--- src/rtl/id_ex_fwd_stage.sv ---
`default_nettype none
// ============================================================================
// Module      : id_ex_fwd_stage
// Description : ID/EX pipeline register with load-use hazard detection,
//               bubble insertion on stall or flush, EX-operand forwarding
//               selects from the EX/MEM and MEM/WB stages, and saturating
//               stall/flush event counters.
// Revision    : 1.0 - initial release
// ----------------------------------------------------------------------------
// Ports
//   clk, rst_n                      clock, asynchronous active-low reset
//   id_valid_i                      ID holds a real instruction
//   id_rs1_i, id_rs2_i, id_rd_i     ID register addresses
//   id_rd1_i, id_rd2_i              register-file read data
//   id_regwrite_i, id_memread_i     decoded controls
//   flush_i                         squash the ID instruction
//   mem_rd_i, mem_regwrite_i        EX/MEM destination / write enable
//   wb_rd_i, wb_regwrite_i          MEM/WB destination / write enable
//   ex_*_o                          registered fields presented to EX
//   fwd_a_o, fwd_b_o                operand mux selects (00 RF, 01 WB, 10 MEM)
//   stall_o                         hold PC and IF/ID this cycle
//   stall_cnt_o, flush_cnt_o        saturating event counters
// ============================================================================
module id_ex_fwd_stage #(
  parameter int WIDTH = 32,
  parameter int RW    = 5
) (
  input  logic             clk,
  input  logic             rst_n,
  input  logic             id_valid_i,
  input  logic [RW-1:0]    id_rs1_i,
  input  logic [RW-1:0]    id_rs2_i,
  input  logic [RW-1:0]    id_rd_i,
  input  logic [WIDTH-1:0] id_rd1_i,
  input  logic [WIDTH-1:0] id_rd2_i,
  input  logic             id_regwrite_i,
  input  logic             id_memread_i,
  input  logic             flush_i,
  input  logic [RW-1:0]    mem_rd_i,
  input  logic             mem_regwrite_i,
  input  logic [RW-1:0]    wb_rd_i,
  input  logic             wb_regwrite_i,
  output logic             ex_valid_o,
  output logic             ex_regwrite_o,
  output logic             ex_memread_o,
  output logic [RW-1:0]    ex_rs1_o,
  output logic [RW-1:0]    ex_rs2_o,
  output logic [RW-1:0]    ex_rd_o,
  output logic [WIDTH-1:0] ex_rd1_o,
  output logic [WIDTH-1:0] ex_rd2_o,
  output logic [1:0]       fwd_a_o,
  output logic [1:0]       fwd_b_o,
  output logic             stall_o,
  output logic [15:0]      stall_cnt_o,
  output logic [15:0]      flush_cnt_o
);

  localparam logic [15:0] c_CNT_MAX  = 16'hFFFF;
  localparam logic [1:0]  c_FWD_RF   = 2'b00;
  localparam logic [1:0]  c_FWD_WB   = 2'b01;
  localparam logic [1:0]  c_FWD_MEM  = 2'b10;
  localparam logic [RW-1:0] c_X0     = '0;

  // Pipeline register state
  logic             ex_valid_q,    ex_valid_d;
  logic             ex_regwrite_q, ex_regwrite_d;
  logic             ex_memread_q,  ex_memread_d;
  logic [RW-1:0]    ex_rs1_q,      ex_rs1_d;
  logic [RW-1:0]    ex_rs2_q,      ex_rs2_d;
  logic [RW-1:0]    ex_rd_q,       ex_rd_d;
  logic [WIDTH-1:0] ex_rd1_q,      ex_rd1_d;
  logic [WIDTH-1:0] ex_rd2_q,      ex_rd2_d;
  logic [15:0]      stall_cnt_q,   stall_cnt_d;
  logic [15:0]      flush_cnt_q,   flush_cnt_d;

  logic w_hazard;
  logic w_stall;
  logic w_bubble;

  // Load-use: the load in EX writes a register the ID instruction reads.
  // x0 is never a real destination, so it cannot create a hazard.
  always_comb begin
    w_hazard = ex_valid_q && ex_memread_q && (ex_rd_q != c_X0) && id_valid_i &&
               ((ex_rd_q == id_rs1_i) || (ex_rd_q == id_rs2_i));
    // A squashed instruction never needs to wait for its operands.
    w_stall  = w_hazard && !flush_i;
    w_bubble = flush_i || w_stall;
  end

  // Next-state for the stage register: bubble zeroes every field, otherwise
  // the ID fields load with controls qualified by id_valid_i.
  always_comb begin
    ex_valid_d    = 1'b0;
    ex_regwrite_d = 1'b0;
    ex_memread_d  = 1'b0;
    ex_rs1_d      = '0;
    ex_rs2_d      = '0;
    ex_rd_d       = '0;
    ex_rd1_d      = '0;
    ex_rd2_d      = '0;
    if (!w_bubble) begin
      ex_valid_d    = id_valid_i;
      ex_regwrite_d = id_regwrite_i && id_valid_i;
      ex_memread_d  = id_memread_i && id_valid_i;
      ex_rs1_d      = id_rs1_i;
      ex_rs2_d      = id_rs2_i;
      ex_rd_d       = id_rd_i;
      ex_rd1_d      = id_rd1_i;
      ex_rd2_d      = id_rd2_i;
    end
  end

  // Saturating event counters
  always_comb begin
    stall_cnt_d = stall_cnt_q;
    flush_cnt_d = flush_cnt_q;
    if (w_stall && (stall_cnt_q != c_CNT_MAX)) begin
      stall_cnt_d = stall_cnt_q + 16'd1;
    end
    if (flush_i && (flush_cnt_q != c_CNT_MAX)) begin
      flush_cnt_d = flush_cnt_q + 16'd1;
    end
  end

  always_ff @(posedge clk or negedge rst_n) begin
    if (!rst_n) begin
      ex_valid_q    <= 1'b0;
      ex_regwrite_q <= 1'b0;
      ex_memread_q  <= 1'b0;
      ex_rs1_q      <= '0;
      ex_rs2_q      <= '0;
      ex_rd_q       <= '0;
      ex_rd1_q      <= '0;
      ex_rd2_q      <= '0;
      stall_cnt_q   <= '0;
      flush_cnt_q   <= '0;
    end else begin
      ex_valid_q    <= ex_valid_d;
      ex_regwrite_q <= ex_regwrite_d;
      ex_memread_q  <= ex_memread_d;
      ex_rs1_q      <= ex_rs1_d;
      ex_rs2_q      <= ex_rs2_d;
      ex_rd_q       <= ex_rd_d;
      ex_rd1_q      <= ex_rd1_d;
      ex_rd2_q      <= ex_rd2_d;
      stall_cnt_q   <= stall_cnt_d;
      flush_cnt_q   <= flush_cnt_d;
    end
  end

  // Forwarding selects. MEM is the younger result, so it has priority over
  // WB. An empty EX slot always reads the register file.
  always_comb begin
    fwd_a_o = c_FWD_RF;
    fwd_b_o = c_FWD_RF;
    if (ex_valid_q) begin
      if (mem_regwrite_i && (mem_rd_i != c_X0) && (mem_rd_i == ex_rs1_q)) begin
        fwd_a_o = c_FWD_MEM;
      end else if (wb_regwrite_i && (wb_rd_i != c_X0) && (wb_rd_i == ex_rs1_q)) begin
        fwd_a_o = c_FWD_WB;
      end
      if (mem_regwrite_i && (mem_rd_i != c_X0) && (mem_rd_i == ex_rs2_q)) begin
        fwd_b_o = c_FWD_MEM;
      end else if (wb_regwrite_i && (wb_rd_i != c_X0) && (wb_rd_i == ex_rs2_q)) begin
        fwd_b_o = c_FWD_WB;
      end
    end
  end

  assign stall_o       = w_stall;
  assign ex_valid_o    = ex_valid_q;
  assign ex_regwrite_o = ex_regwrite_q;
  assign ex_memread_o  = ex_memread_q;
  assign ex_rs1_o      = ex_rs1_q;
  assign ex_rs2_o      = ex_rs2_q;
  assign ex_rd_o       = ex_rd_q;
  assign ex_rd1_o      = ex_rd1_q;
  assign ex_rd2_o      = ex_rd2_q;
  assign stall_cnt_o   = stall_cnt_q;
  assign flush_cnt_o   = flush_cnt_q;

endmodule
`default_nettype wire

--- config.mk ---
export PLATFORM = sky130hd
export DESIGN_NAME = id_ex_fwd_stage
export DESIGN_NICKNAME = d
export VERILOG_FILES = /design/src/rtl/id_ex_fwd_stage.sv
export SDC_FILE = /design/constraint.sdc
export NUM_CORES = 1
export LEC_CHECK = 0
export CORE_ASPECT_RATIO = 0.8
export CORE_MARGIN = 2
export CORE_UTILIZATION = 40
export CTS_CLUSTER_DIAMETER = 80
export DETAILED_ROUTE_END_ITERATION = 6
export PLACE_DENSITY = 0.78
export REMOVE_ABC_BUFFERS = 1
export SYNTH_ARGS = -nofsm -noshare
export SYNTH_HDL_FRONTEND = slang
export SYNTH_SLANG_ARGS = --single-unit
--- constraint.sdc ---
create_clock -name clk -period 3.9 [get_ports clk]
set_clock_uncertainty 0.1 [all_clocks]
set_input_delay 1.17 -clock clk [delete_from_list [all_inputs] [get_ports clk]]
set_output_delay 1.17 -clock clk [all_outputs]
set_load 0.005 [all_outputs]
==> impl_metrics.csv <==
group,metric,value,unit
timing,worst_slew_pin_slew,0.7561,ns
place,place.detailed.hpwl,8.832,mm
floorplanning,die_h,99.96,um
global_routing,antenna_found_initial,0,
final_layout,fin_area,7700,um^2
route,wl,12.43,mm
pwr,p_int,2734,uW
global_routing,grt_max_degree,80,
pwr,total_power,3482,uW
global_routing,grt_overflow,0,
floorplanning,die-area,12390,um^2
critical_path,reg2reg_slack,1.58,ns
global_routing,track_usage,20.31,%
timing,fmax,0.2512,GHz
synthesis,ys_top_cells_by_area,"dfrtp_1 (62%), and2_1 (9.0%), xnor2_1 (6.8%)",
synthesis,ys_types,37,
pwr,seqPwrFrac,38.2,%
final_layout,nFillCells,843,
synthesis,async_flop_share,100.0,%
route,ant_nets,0,
pwr,p_comb_share,13.2,%
clock_tree,numCtsBuffers,17,
clock_tree,clockBufferDepth,2,
place,numPortBuffers,215,
synthesis,ys_ff_latch,114,
final_layout,area_growth,67.23,%
timing,finalSetupTns,-0.08105,ns
timing,fin_crit,3.981,ns
timing,relSlewSlack,49.59,%
pwr,power_density,452.2,nW/um^2
critical_path,critPathSlowestCell,"or4_4",
final_layout,drive_gt1_share,14.42,%
synthesis,ys.flop_type,"dfrtp_1",
synthesis,synth.top_cell.area_share,61.96,%
timing,hold_slack,0.3801,ns
synthesis,yosys.area.top_type,"dfrtp_1",
synthesis,netlist_instances,365,
critical_path,critPathLaunchType,"input pin",
run_status,violations,"setup timing",
clock_tree,htreeDepth,4,
timing,min_period_over_period,102.1,%
synthesis,yosysWarnings,0,
timing,hold_viol,0,
critical_path,reg2reg_depth,5,
floorplanning,coreArea,11390,um^2
critical_path,cp-endpoint,"fwd_a_o[0]",
pwr,leakagePower,0.003361,uW
critical_path,required,2.63,ns
critical_path,crit_top_cell,"buf_6",
route,drtIter0Drc,142,
clock_tree,cts_hold_buffers,0,
critical_path,r2r-end,"ex_rd2_o[25]",
floorplanning,initial_core_util,40.44,%
route,routed-via-count,3588,
place,routabilityCongestion,0.8794,
synthesis,ys_seq_area_share,61.96,%
critical_path,cp_max_fo,2,
critical_path,crit_start,"mem_rd_i[1]",
synthesis,syn_area_per_cell,12.61,um^2
run_status,status,"finished with violations",
timing,slew_viol_final,0,
clock_tree,clk_latency,0.41,ns
route,avgRoutedWirePerCell,16.24,um
clock_tree,clkSinkCount,114,
final_layout,layout_common_cells,"clkdlybuf4s50_1 (196), dfrtp_1 (114), and2_1 (66)",
place,dp_slack,-0.7975,ns
route,vias_per_cell,4.690,
pwr,net-switching-power,747.4,uW
final_layout,layout_commonest_cell,"clkdlybuf4s50_1",
critical_path,worstPathCellList,"buf_6 -> or4_4 -> o21ai_4 -> buf_6 -> nor4_4 -> nor4_2 -> buf_2",
synthesis,synth_area,4604,um^2
critical_path,endpoint_kind,"output pin",
timing,setup_viol,1,
global_routing,grt_pass1_vias,3732,
floorplanning,core.rowCount,35,
route,firstDrtPassIters,4,
floorplanning,pin_count,216,
global_routing,grt_pass1_wl,18.95,mm
worst_hold_path,hp-class,"register to register",
timing,rsz0062_at_grt,"yes",
final_layout,n_antenna_cell,0,
pwr,swShare,21.47,%
route,post-route-drc-count,0,
flow_run,maxCapViolations,0,
critical_path,worstPathArrival,2.71,ns
critical_path,path_class,"input pin to output pin",
floorplanning,die_x,124.0,um
critical_path,worstReg2RegStart,"ex_rd_o[0]",
place,placedInstanceArea,7003,um^2
clock_tree,clock-root-buffer,"clkbuf_16",
timing,setup_slack,-0.08105,ns
pwr,vdd_drop_max,0.0004005,V
clock_tree,path_clk_slew,0.06,ns
clock_tree,tritoncts,"done",
final_layout,nets,703,
critical_path,critPathMaxStageDelay,0.54,ns
pwr,clkPwrFrac,48.6,%
synthesis,synth_edf_count,0,
==> cell usage after synthesis, types with 2 or more instances <==
library cell and count:
o21a_1 2, nand2_1 12, or4_1 4, nor2_1 5, ha_1 2, dfrtp_1 114, and2_1 66, nand4_1 12
clkbuf_2 6, inv_1 2, and4_1 4, nor3_1 4, and3_1 13, mux2_2 4, and2_2 17, xor2_1 19
xnor2_1 36, buf_6 2, a21oi_1 2, nand3_1 18, nor4_1 4, o211ai_1 2
==> power by group through the flow <==
stage | Clock, uW | Combinational [uW] | Sequential, uW
after detailed placement | 0 | 457 | 1350
final | 1690 | 461 | 1330
after global routing | 1780 | 500 | 1340
after floorplan | 0 | 125 | 1350
after CTS | 1720 | 463 | 1330
after global placement | 0 | 452 | 1350
==> logic make-up after synthesis <==
logic type               Yosys count  share of synthesized area, %
AND/OR/NAND/NOR                  164                         21.66
XOR/XNOR                          55                         10.46
AO/OA/AOI/OAI                     14                         2.907
multiplexers                       4                        0.9782
adder cells (fa/ha/maj)            2                        0.5434
buffers and inverters             12                         1.494
flip-flops                       114                         61.96
==> layer usage <==
| layer | vias to the layer above | global-route usage (%) | share of wire, % |
|---|---|---|---|
| met2 | 144 | 34.28 | 51 |
| met4 | 0 | 7.174 | 1.1 |
| met1 | 1718 | 22.99 | 39 |
| li1 | 1709 | - | - |
| met5 | - | 0 | 0 |
| met3 | 17 | 8.864 | 9.5 |
==> how the worst min path moves through the flow <==
stage	startpoint	endpoint	slack, ns	depth (start not counted)
after floorplan	flush_cnt_o[11]	flush_cnt_o[11]	0.38	1
after global placement	flush_cnt_o[11]	flush_cnt_o[11]	0.38	1
after detailed placement	flush_cnt_o[11]	flush_cnt_o[11]	0.38	1
after CTS	flush_cnt_o[11]	flush_cnt_o[11]	0.39	1
after global routing	stall_cnt_o[9]	stall_cnt_o[9]	0.41	1
final	flush_cnt_o[11]	flush_cnt_o[11]	0.38	1
==> flip-flops by register name, summed over array words and instances, names as in the netlist <==
name and cells:
ex_regwrite_o 1, ex_rs1_o 5, ex_rs2_o 5, ex_rd1_o 32
ex_valid_o 1, ex_rd_o 5, ex_memread_o 1, ex_rd2_o 32
stall_cnt_o 16, flush_cnt_o 16
==> stage by stage <==
step	cells	util (%)
after floorplan	355	-
after global placement	733	61.51
after detailed placement	733	61.51
after CTS	764	67.55
after global routing	765	67.63
final	765	67.63
==> critical path, delay by kind of cell <==
kind | cells | cell delay, ns
AO/OA/AOI/OAI | 1 | 0.19
buffers and inverters | 3 | 0.40
AND/OR/NAND/NOR | 3 | 0.94
==> cell type report <==
class / count / area [um^2] / share of cell area (%)
Tap cell: 148 / 185.2 / 2.405
Clock inverter: 8 / 146.4 / 1.901
Clock buffer: 24 / 511.7 / 6.646
Sequential cell: 114 / 2853 / 37.05
Multi-Input combinational cell: 239 / 1757 / 22.81
Timing Repair Buffer: 230 / 2240 / 29.09
Inverter: 2 / 7.507 / 0.09750
==> repair_timing <==
action | in CTS | in global routing
buffers inserted | 1 | 1
setup endpoints to repair | 5 | 4
pin swaps | 11 | 9
endpoints found under the hold margin | 0 | 0
resized for setup | 41 | 14
Power figures use the tool's default switching activity.
